[src/rtl/mips_defs.sv]
// mips_defs: shared definitions for the MIPS-subset control path.
//   - opcode / funct constants and the opcode field position
//   - ALU-op, pc_src and ALU B-operand encodings
//   - state_flags_t: one-hot view of the controller state handed to ctrl_decode
//   - ctrl_word_t:   the full control word produced by ctrl_decode
package mips_defs;

  // Opcode field is instr[OP_HI:OP_LO]
  localparam int OP_HI = 31;
  localparam int OP_LO = 26;

  localparam logic [5:0] OP_RTYPE      = 6'h00;
  localparam logic [5:0] OP_LW         = 6'h23;
  localparam logic [5:0] OP_SW         = 6'h2B;
  localparam logic [5:0] OP_BEQ        = 6'h04;
  localparam logic [5:0] OP_J          = 6'h02;
  localparam logic [5:0] OP_ADDI       = 6'h08;
  localparam logic [5:0] OP_ORI        = 6'h0D;
  localparam logic [5:0] FUNCT_SYSCALL = 6'h0C;

  localparam logic [1:0] ALU_ADD   = 2'b00;
  localparam logic [1:0] ALU_SUB   = 2'b01;
  localparam logic [1:0] ALU_FUNCT = 2'b10;
  localparam logic [1:0] ALU_OR    = 2'b11;

  localparam logic [1:0] PC_ALU    = 2'b00;
  localparam logic [1:0] PC_ALUOUT = 2'b01;
  localparam logic [1:0] PC_JUMP   = 2'b10;
  localparam logic [1:0] PC_RESET  = 2'b11;

  localparam logic [1:0] SRCB_REGB   = 2'b00;
  localparam logic [1:0] SRCB_FOUR   = 2'b01;
  localparam logic [1:0] SRCB_IMM    = 2'b10;
  localparam logic [1:0] SRCB_IMM_SH = 2'b11;

  // One flag per controller state. Bit position = state index in the top
  // (rst_pc is bit 0, halt is bit 13).
  typedef struct packed {
    logic halt;
    logic i_wb;
    logic i_exec;
    logic jmp;
    logic beq;
    logic r_wb;
    logic r_exec;
    logic mem_wr;
    logic mem_wb;
    logic mem_rd;
    logic mem_addr;
    logic decode;
    logic fetch;
    logic rst_pc;
  } state_flags_t;

  typedef struct packed {
    logic       mem_req;
    logic       mem_we;
    logic       iord;
    logic       ir_write;
    logic       pc_write;
    logic       pc_write_cond;
    logic [1:0] pc_src;
    logic       alu_src_a;
    logic [1:0] alu_src_b;
    logic [1:0] alu_op;
    logic       ext_zero;
    logic       reg_write;
    logic       reg_dst;
    logic       mem_to_reg;
    logic       halted;
  } ctrl_word_t;

  localparam int STATE_FLAGS_W = $bits(state_flags_t);
  localparam int CTRL_W        = $bits(ctrl_word_t);

  function automatic logic [5:0] get_op(input logic [31:0] ins);
    return ins[OP_HI:OP_LO];
  endfunction

endpackage

[src/rtl/ctrl_decode.sv]
// ctrl_decode: purely combinational control-word generator.
// Ports:
//   st_vec    in  one-hot state flags (layout of state_flags_t)
//   opcode    in  IR opcode, only consulted in I_EXEC (ORI vs ADDI)
//   mem_ready in  memory completion, makes FETCH's ir/pc writes Mealy
//   cw_vec    out control word (layout of ctrl_word_t)
module ctrl_decode
  import mips_defs::*;
(
  input  logic [STATE_FLAGS_W-1:0] st_vec,
  input  logic [5:0]               opcode,
  input  logic                     mem_ready,
  output logic [CTRL_W-1:0]        cw_vec
);

  state_flags_t st;
  ctrl_word_t   cw;

  assign st     = st_vec;
  assign cw_vec = cw;

  // Flags are one-hot, so the independent ifs never overlap.
  always_comb begin
    cw = '0;
    if (st.rst_pc) begin
      cw.pc_write = 1'b1;
      cw.pc_src   = PC_RESET;
    end
    if (st.fetch) begin
      cw.mem_req   = 1'b1;
      cw.alu_src_b = SRCB_FOUR;
      cw.alu_op    = ALU_ADD;
      cw.pc_src    = PC_ALU;
      // IR and PC load exactly in the completion cycle
      cw.ir_write  = mem_ready;
      cw.pc_write  = mem_ready;
    end
    if (st.decode) begin
      cw.alu_src_b = SRCB_IMM_SH;
    end
    if (st.mem_addr) begin
      cw.alu_src_a = 1'b1;
      cw.alu_src_b = SRCB_IMM;
      cw.alu_op    = ALU_ADD;
    end
    if (st.mem_rd) begin
      cw.mem_req = 1'b1;
      cw.iord    = 1'b1;
    end
    if (st.mem_wb) begin
      cw.reg_write  = 1'b1;
      cw.mem_to_reg = 1'b1;
    end
    if (st.mem_wr) begin
      cw.mem_req = 1'b1;
      cw.mem_we  = 1'b1;
      cw.iord    = 1'b1;
    end
    if (st.r_exec) begin
      cw.alu_src_a = 1'b1;
      cw.alu_src_b = SRCB_REGB;
      cw.alu_op    = ALU_FUNCT;
    end
    if (st.r_wb) begin
      cw.reg_write = 1'b1;
      cw.reg_dst   = 1'b1;
    end
    if (st.beq) begin
      cw.alu_src_a     = 1'b1;
      cw.alu_src_b     = SRCB_REGB;
      cw.alu_op        = ALU_SUB;
      cw.pc_write_cond = 1'b1;
      cw.pc_src        = PC_ALUOUT;
    end
    if (st.jmp) begin
      cw.pc_write = 1'b1;
      cw.pc_src   = PC_JUMP;
    end
    if (st.i_exec) begin
      cw.alu_src_a = 1'b1;
      cw.alu_src_b = SRCB_IMM;
      if (opcode == OP_ORI) begin
        cw.alu_op   = ALU_OR;
        cw.ext_zero = 1'b1;
      end else begin
        cw.alu_op   = ALU_ADD;
      end
    end
    if (st.i_wb) begin
      cw.reg_write = 1'b1;
    end
    if (st.halt) begin
      cw.halted = 1'b1;
    end
  end

endmodule

[src/rtl/multicycle_ctrl.sv]
// multicycle_ctrl: multi-cycle control FSM for the MIPS-subset datapath.
// Sequences fetch/decode/execute/memory/writeback, stalls on mem_ready,
// counts retired fetches and halts on syscall or an unknown opcode.
// Ports:
//   clk, rst (async, active high)
//   instr, zero, mem_ready                      inputs
//   mem_req, mem_we, iord                       memory port control
//   ir_write, pc_write, pc_write_cond, pc_src   IR / PC control
//   alu_src_a, alu_src_b, alu_op, ext_zero      ALU / extender control
//   reg_write, reg_dst, mem_to_reg              register-file control
//   halted, instr_count                         status
module multicycle_ctrl
  import mips_defs::*;
#(
  parameter int RESET_PC_EN = 1
)(
  input  logic        clk,
  input  logic        rst,
  input  logic [31:0] instr,
  input  logic        zero,
  input  logic        mem_ready,
  output logic        mem_req,
  output logic        mem_we,
  output logic        iord,
  output logic        ir_write,
  output logic        pc_write,
  output logic        pc_write_cond,
  output logic [1:0]  pc_src,
  output logic        alu_src_a,
  output logic [1:0]  alu_src_b,
  output logic [1:0]  alu_op,
  output logic        ext_zero,
  output logic        reg_write,
  output logic        reg_dst,
  output logic        mem_to_reg,
  output logic        halted,
  output logic [31:0] instr_count
);

  // Encoding index doubles as the bit position in state_flags_t.
  localparam logic [3:0] S_RST_PC   = 4'd0;
  localparam logic [3:0] S_FETCH    = 4'd1;
  localparam logic [3:0] S_DECODE   = 4'd2;
  localparam logic [3:0] S_MEM_ADDR = 4'd3;
  localparam logic [3:0] S_MEM_RD   = 4'd4;
  localparam logic [3:0] S_MEM_WB   = 4'd5;
  localparam logic [3:0] S_MEM_WR   = 4'd6;
  localparam logic [3:0] S_R_EXEC   = 4'd7;
  localparam logic [3:0] S_R_WB     = 4'd8;
  localparam logic [3:0] S_BEQ      = 4'd9;
  localparam logic [3:0] S_JMP      = 4'd10;
  localparam logic [3:0] S_I_EXEC   = 4'd11;
  localparam logic [3:0] S_I_WB     = 4'd12;
  localparam logic [3:0] S_HALT     = 4'd13;

  localparam logic [3:0] S_RESET = (RESET_PC_EN != 0) ? S_RST_PC : S_FETCH;

  logic [3:0]  state_reg, state_next;
  logic [31:0] count_reg;
  logic        store_reg;   // LW/SW choice latched in DECODE so MEM_ADDR ignores instr
  logic [5:0]  opcode, funct;
  logic        unused_inputs;

  assign opcode        = get_op(instr);
  assign funct         = instr[5:0];
  assign unused_inputs = ^{instr[25:6], zero};

  // State register
  always_ff @(posedge clk or posedge rst) begin
    if (rst) state_reg <= S_RESET;
    else     state_reg <= state_next;
  end

  // Retired-fetch counter and store flag
  always_ff @(posedge clk or posedge rst) begin
    if (rst) begin
      count_reg <= '0;
      store_reg <= 1'b0;
    end else begin
      if (state_reg == S_FETCH && mem_ready) count_reg <= count_reg + 32'd1;
      if (state_reg == S_DECODE) store_reg <= (opcode == OP_SW);
    end
  end

  // Next-state logic
  always_comb begin
    state_next = state_reg;
    case (state_reg)
      S_RST_PC: state_next = S_FETCH;
      S_FETCH:  if (mem_ready) state_next = S_DECODE;
      S_DECODE: begin
        case (opcode)
          OP_RTYPE:      state_next = (funct == FUNCT_SYSCALL) ? S_HALT : S_R_EXEC;
          OP_LW, OP_SW:  state_next = S_MEM_ADDR;
          OP_BEQ:        state_next = S_BEQ;
          OP_J:          state_next = S_JMP;
          OP_ADDI, OP_ORI: state_next = S_I_EXEC;
          default:       state_next = S_HALT;
        endcase
      end
      S_MEM_ADDR: state_next = store_reg ? S_MEM_WR : S_MEM_RD;
      S_MEM_RD:   if (mem_ready) state_next = S_MEM_WB;
      S_MEM_WB:   state_next = S_FETCH;
      S_MEM_WR:   if (mem_ready) state_next = S_FETCH;
      S_R_EXEC:   state_next = S_R_WB;
      S_R_WB:     state_next = S_FETCH;
      S_BEQ:      state_next = S_FETCH;
      S_JMP:      state_next = S_FETCH;
      S_I_EXEC:   state_next = S_I_WB;
      S_I_WB:     state_next = S_FETCH;
      S_HALT:     state_next = S_HALT;
      default:    state_next = S_HALT;
    endcase
  end

  // One-hot view of the state for the decoder
  logic [STATE_FLAGS_W-1:0] state_oh;
  generate
    for (genvar gi = 0; gi < STATE_FLAGS_W; gi++) begin : g_state_oh
      assign state_oh[gi] = (state_reg == 4'(gi));
    end
  endgenerate

  logic [CTRL_W-1:0] cw_vec;
  ctrl_word_t        cw;

  ctrl_decode u_decode (
    .st_vec    (state_oh),
    .opcode    (opcode),
    .mem_ready (mem_ready),
    .cw_vec    (cw_vec)
  );

  assign cw = cw_vec;

  // Output logic: strobes are gated by rst so nothing fires while reset is held
  always_comb begin
    mem_req       = cw.mem_req       & ~rst;
    mem_we        = cw.mem_we        & ~rst;
    ir_write      = cw.ir_write      & ~rst;
    pc_write      = cw.pc_write      & ~rst;
    pc_write_cond = cw.pc_write_cond & ~rst;
    reg_write     = cw.reg_write     & ~rst;
    iord          = cw.iord;
    pc_src        = cw.pc_src;
    alu_src_a     = cw.alu_src_a;
    alu_src_b     = cw.alu_src_b;
    alu_op        = cw.alu_op;
    ext_zero      = cw.ext_zero;
    reg_dst       = cw.reg_dst;
    mem_to_reg    = cw.mem_to_reg;
    halted        = cw.halted;
    instr_count   = count_reg;
  end

endmodule

[config.mk]
export PLATFORM = sky130hd
export DESIGN_NAME = multicycle_ctrl
export DESIGN_NICKNAME = d
export VERILOG_FILES = /design/src/rtl/mips_defs.sv /design/src/rtl/ctrl_decode.sv /design/src/rtl/multicycle_ctrl.sv
export SDC_FILE = /design/constraint.sdc
export NUM_CORES = 1
export LEC_CHECK = 0
export CAP_MARGIN = 25
export CORE_ASPECT_RATIO = 0.6
export CORE_MARGIN = 1.5
export CORE_UTILIZATION = 40
export DETAILED_ROUTE_END_ITERATION = 10
export GPL_TIMING_DRIVEN = 0
export PLACE_DENSITY = 0.74
export SLEW_MARGIN = 10
export SYNTH_ARGS = -nofsm -noshare
export SYNTH_HDL_FRONTEND = slang
export SYNTH_SLANG_ARGS = --single-unit
[constraint.sdc]
create_clock -name clk -period 2.25 [get_ports clk]
set_input_delay 0.3375 -clock clk [delete_from_list [all_inputs] [get_ports clk]]
set_output_delay 0.3375 -clock clk [all_outputs]
set_load 0.05 [all_outputs]
==> results.md <==
Synth:
- The synthesized design contains 37 register bits.
- The largest total area in the synthesized netlist belongs to sky130_fd_sc_hd__dfrtp_1.
- For this run, the register share of the synthesized area comes to 0.414.
- The library cell with the highest instance count after synthesis is sky130_fd_sc_hd__dfrtp_1.
- The share of synthesized area in the top cell type comes to 0.414.
- The average cell area after synthesis is 9.43 µm².
- The number of instances in the synthesized netlist is 237.
- The post-synthesis instance area is about 2200 µm².
- Yosys printed 0 warnings.
- Counting flops with an async set or reset pin after synthesis yields a share of 1.00.
- In the synthesized netlist the dominant register cell turns out to be sky130_fd_sc_hd__dfrtp_1.
- After synthesis, the most frequently instantiated cells are sky130_fd_sc_hd__dfrtp_1 (37), sky130_fd_sc_hd__nand2_1 (21), sky130_fd_sc_hd__xor2_1 (21).
- In this run, synthesis inferred 0 flip-flops with an integrated enable.
- Yosys attributes the largest share of cell area to sky130_fd_sc_hd__dfrtp_1 (41%), sky130_fd_sc_hd__xor2_1 (8.2%), sky130_fd_sc_hd__xnor2_1 (5.1%).
- Counting distinct cell types in the post-synthesis netlist gives between 40 and 50.
- When the netlist entered floorplanning its net count stood at 274.

Route:
- For this run, design rule violations remaining after detail routing come to 0.
- Dividing the detail-routed wire length by the instance count gives roughly 15 µm.
- The detailed-route vias per instance is around 5.4.
- The number of nets with antenna violations after detailed routing is 0.
- In this run, the number of DRC markers left after iteration 0 of detailed routing was between 150 and 200.
- The detailed-route via count is around 2000.
- The count of TritonRoute iterations in the first routing pass is 5.
- The final layout contains routed wiring with a total length of 5720 µm.

Finish:
- The final core area utilization is 0.590.
- 0 antenna diodes ended up in the layout.
- The storage element area is 926 µm².
- The share of final-layout standard cells stronger than drive strength 1 is 0.166.
- The non-filler instance count after layout is approximately 370.
- From synthesis to final layout, the design area changed by 38.1%.
- The register with the most flip-flops in the layout has 32 of them.
- The net count reported at finish is around 350.
- Summing all multi-input logic gate instances after layout gives around 1300 µm².
- After routing the design area is 3090 µm².
- The filler cells instantiated in the layout total between 400 and 500.

Floorplan:
- The width of the die is 99.5 µm.
- Row generation in the floorplan step produced 20 rows.
- The floorplan step set the die height to about 60 µm.
- The area of the placeable core is about 5200 µm².
- The initial utilization of the core area, before any placement, comes to 0.427.
- In this run the count of I/O pins placed on the die edge is 86.
- The die covers 6060 µm².

CTS:
- After clock tree synthesis, the clock-pin slew on the worst setup and hold paths is roughly 0.070 ns.
- Buffers inserted during clock tree synthesis total 5.
- The clock drives 37 sinks.
- Once the clock tree was built, the setup fixing pass inserted 0 buffers.
- The clock tree root buffer cell is sky130_fd_sc_hd__clkbuf_8.
- No sink is reached through more buffers than the 2 on the longest clock path.
- TritonCTS built the clock tree.
- Clock latency on the worst-skew pair, taken at its later pin, is 0.28 ns.
- The H-tree generated during clock tree synthesis spans 2 levels.
- The total of hold buffers inserted after clock tree synthesis is 0.

Timing:
- The final cycle utilization of the critical path is 0.975.
- The minimum clock period is 2.19 ns.
- Static timing analysis puts the maximum clock frequency at ~460 MHz.
- For the pin with the worst max-slew slack, the measured transition is between 0.5 and 0.6 ns.
- The count of final max-slew check failures is 0.
- Setup violations remaining at the end of the flow were counted as 0.
- The worst path meets setup with approximately 0.056 ns of slack.
- The hold violation count in the final report is 0.
- Setup repair after global routing left no endpoint under its margin.
- Summed over all failing endpoints, the final setup total negative slack is 0 ns.
- For the final database, setup skew stands at between 0.005 and 0.006 ns.
- The worst slew margin relative to its limit is 0.652.

Critical path:
- Data on the critical path is required at its endpoint by between 1.5 and 2 ns.
- The slowest stage cell on the critical path is sky130_fd_sc_hd__dlygate4sd2_1.
- The delay of the slowest cell on the worst path is 0.56 ns.
- The cell count along the critical path is 4.
- Among cell families on the critical path, the largest total delay comes from buffers and inverters.
- The signal on the critical path passes through clkbuf_2 > nand2b_1 > a21boi_1 > dlygate4sd2_1.
- STA classifies the critical path endpoint as an output pin.
- The length in cells of the worst reg-to-reg path is 5.
- Counting both buffers and inverters, the worst setup path holds a total of 2.
- Along the worst path, the maximum fanout reaches 10.
- For the worst setup path, the data arrival time is 1.86 ns.
- The class of the most critical setup path is reg2out.
- The worst setup path is launched from a flop.

Hold path:
- The path class of the tightest hold or removal check is in2async.

Outcome:
- The run finished with clean final reports.

GRT:
- The global-route wire length before repair is between 8000 and 9000 µm.
- The overall overflow remaining after global route is 0.
- The number of global-route vias before repair is about 1800.
- Entering global routing, the biggest net connects 39 pins.
- The overall fraction of global-route tracks in use is 0.191.
- The initial antenna violation count is 0.

Placement:
- Once placement completed, the tool counted placed cells totaling ~370.
- The routability-driven placement congestion ratio is ~0.87.
- The count of buffers added on input and output ports is 63.
- The worst slack at placement is -0.788 ns.
- The HPWL after detailed placement is approximately 4200 µm.
- After detailed placement, the total cell area comes to 2980 µm².

Power and ir drop:
- For this design the static power due to leakage is about 1.4 nW.
- IR analysis of the VDD net gives a maximum drop of roughly 0.75 mV.
- Power spread over the standard cell area amounts to ~880 nW/µm².

Job:
- Across the run, the number of max-cap violations was 0.
[power by group]
part / internal, W / total [W] / leakage (nW) / switching (W)
clock network: 0.000243 / 0.000464 / 0.0443 / 0.000221
logic: 0.000456 / 0.00140 / 0.921 / 0.000944
registers: 0.000744 / 0.000843 / 0.476 / 0.0000988
[placed cells by master, fill, tap and decap left out, types with 7 or more instances in the layout]
cell | netlist | routed
sky130_fd_sc_hd__inv_1 | 11 | 10
sky130_fd_sc_hd__xor2_1 | 21 | 21
sky130_fd_sc_hd__nand3_1 | 10 | 10
sky130_fd_sc_hd__nor3_1 | 19 | 16
sky130_fd_sc_hd__nand2_1 | 21 | 21
sky130_fd_sc_hd__o21ai_0 | 8 | 7
sky130_fd_sc_hd__clkdlybuf4s50_1 | 0 | 42
sky130_fd_sc_hd__xnor2_1 | 13 | 13
sky130_fd_sc_hd__nor2_1 | 12 | 12
sky130_fd_sc_hd__dfrtp_1 | 37 | 37
[cell families (layout without fill, tap and decap cells)]
logic type | count (synthesis) | after routing | share of synthesized area
buffers and inverters | 21 | 92 | 0.0426
DFF | 37 | 37 | 0.414
and+or+nand+nor | 115 | 115 | 0.319
muxes | 2 | 2 | 0.00952
adders and majority gates | 1 | 1 | 0.00560
AOI/OAI and AO/OA | 27 | 27 | 0.0762
xor gates and xnor gates | 34 | 34 | 0.133
[metrics by stage]
stage          total power (W)  hold WS, ns
2_1_floorplan          0.00182        0.448
3_3_place_gp           0.00225        0.461
3_5_place_dp           0.00225        0.464
4_1_cts                0.00270        0.411
5_1_grt                0.00284        0.212
6_report               0.00271        0.207
[per-layer routing]
metal,vias to the layer above,share of wire,wire length [µm],track usage
met4,0,0.0082,47,0.0483
met2,71,0.43,2450,0.266
li1,983,-,-,-
met3,6,0.050,285,0.0403
met5,-,0,0,0
met1,957,0.51,2940,0.297
[final cells by class]
class / count / share of cell area
Clock buffer: 7 / 0.0280
Buffer: 10 / 0.0199
Timing Repair inverter: 1 / 0.00284
Tap cell: 66 / 0.0268
Sequential cell: 37 / 0.300
Inverter: 11 / 0.0219
Timing Repair Buffer: 63 / 0.195
Multi-Input combinational cell: 179 / 0.405
[path summary, 6_finish.rpt]
| kind | end | slack (ns) | startpoint |
|---|---|---|---|
| worst max-delay path | alu_src_b[0] | 0.06 | state_reg[1] |
| worst min-delay path | instr_count[25] | 0.21 | rst |
| worst max register to register | instr_count[18] | 0.50 | instr_count[0] |
| worst min register to register | instr_count[31] | 0.47 | instr_count[31] |
| max in group asynchronous | instr_count[9] | 1.80 | rst |
| min in group clk | store_reg | 0.41 | instr[29] |
[what timing repair did]
action | CTS | global route
gates resized for setup | 62 | 21
gates cloned | 0 | 1
setup endpoints to repair | 18 | 14
(Power assumes the default switching activity.)
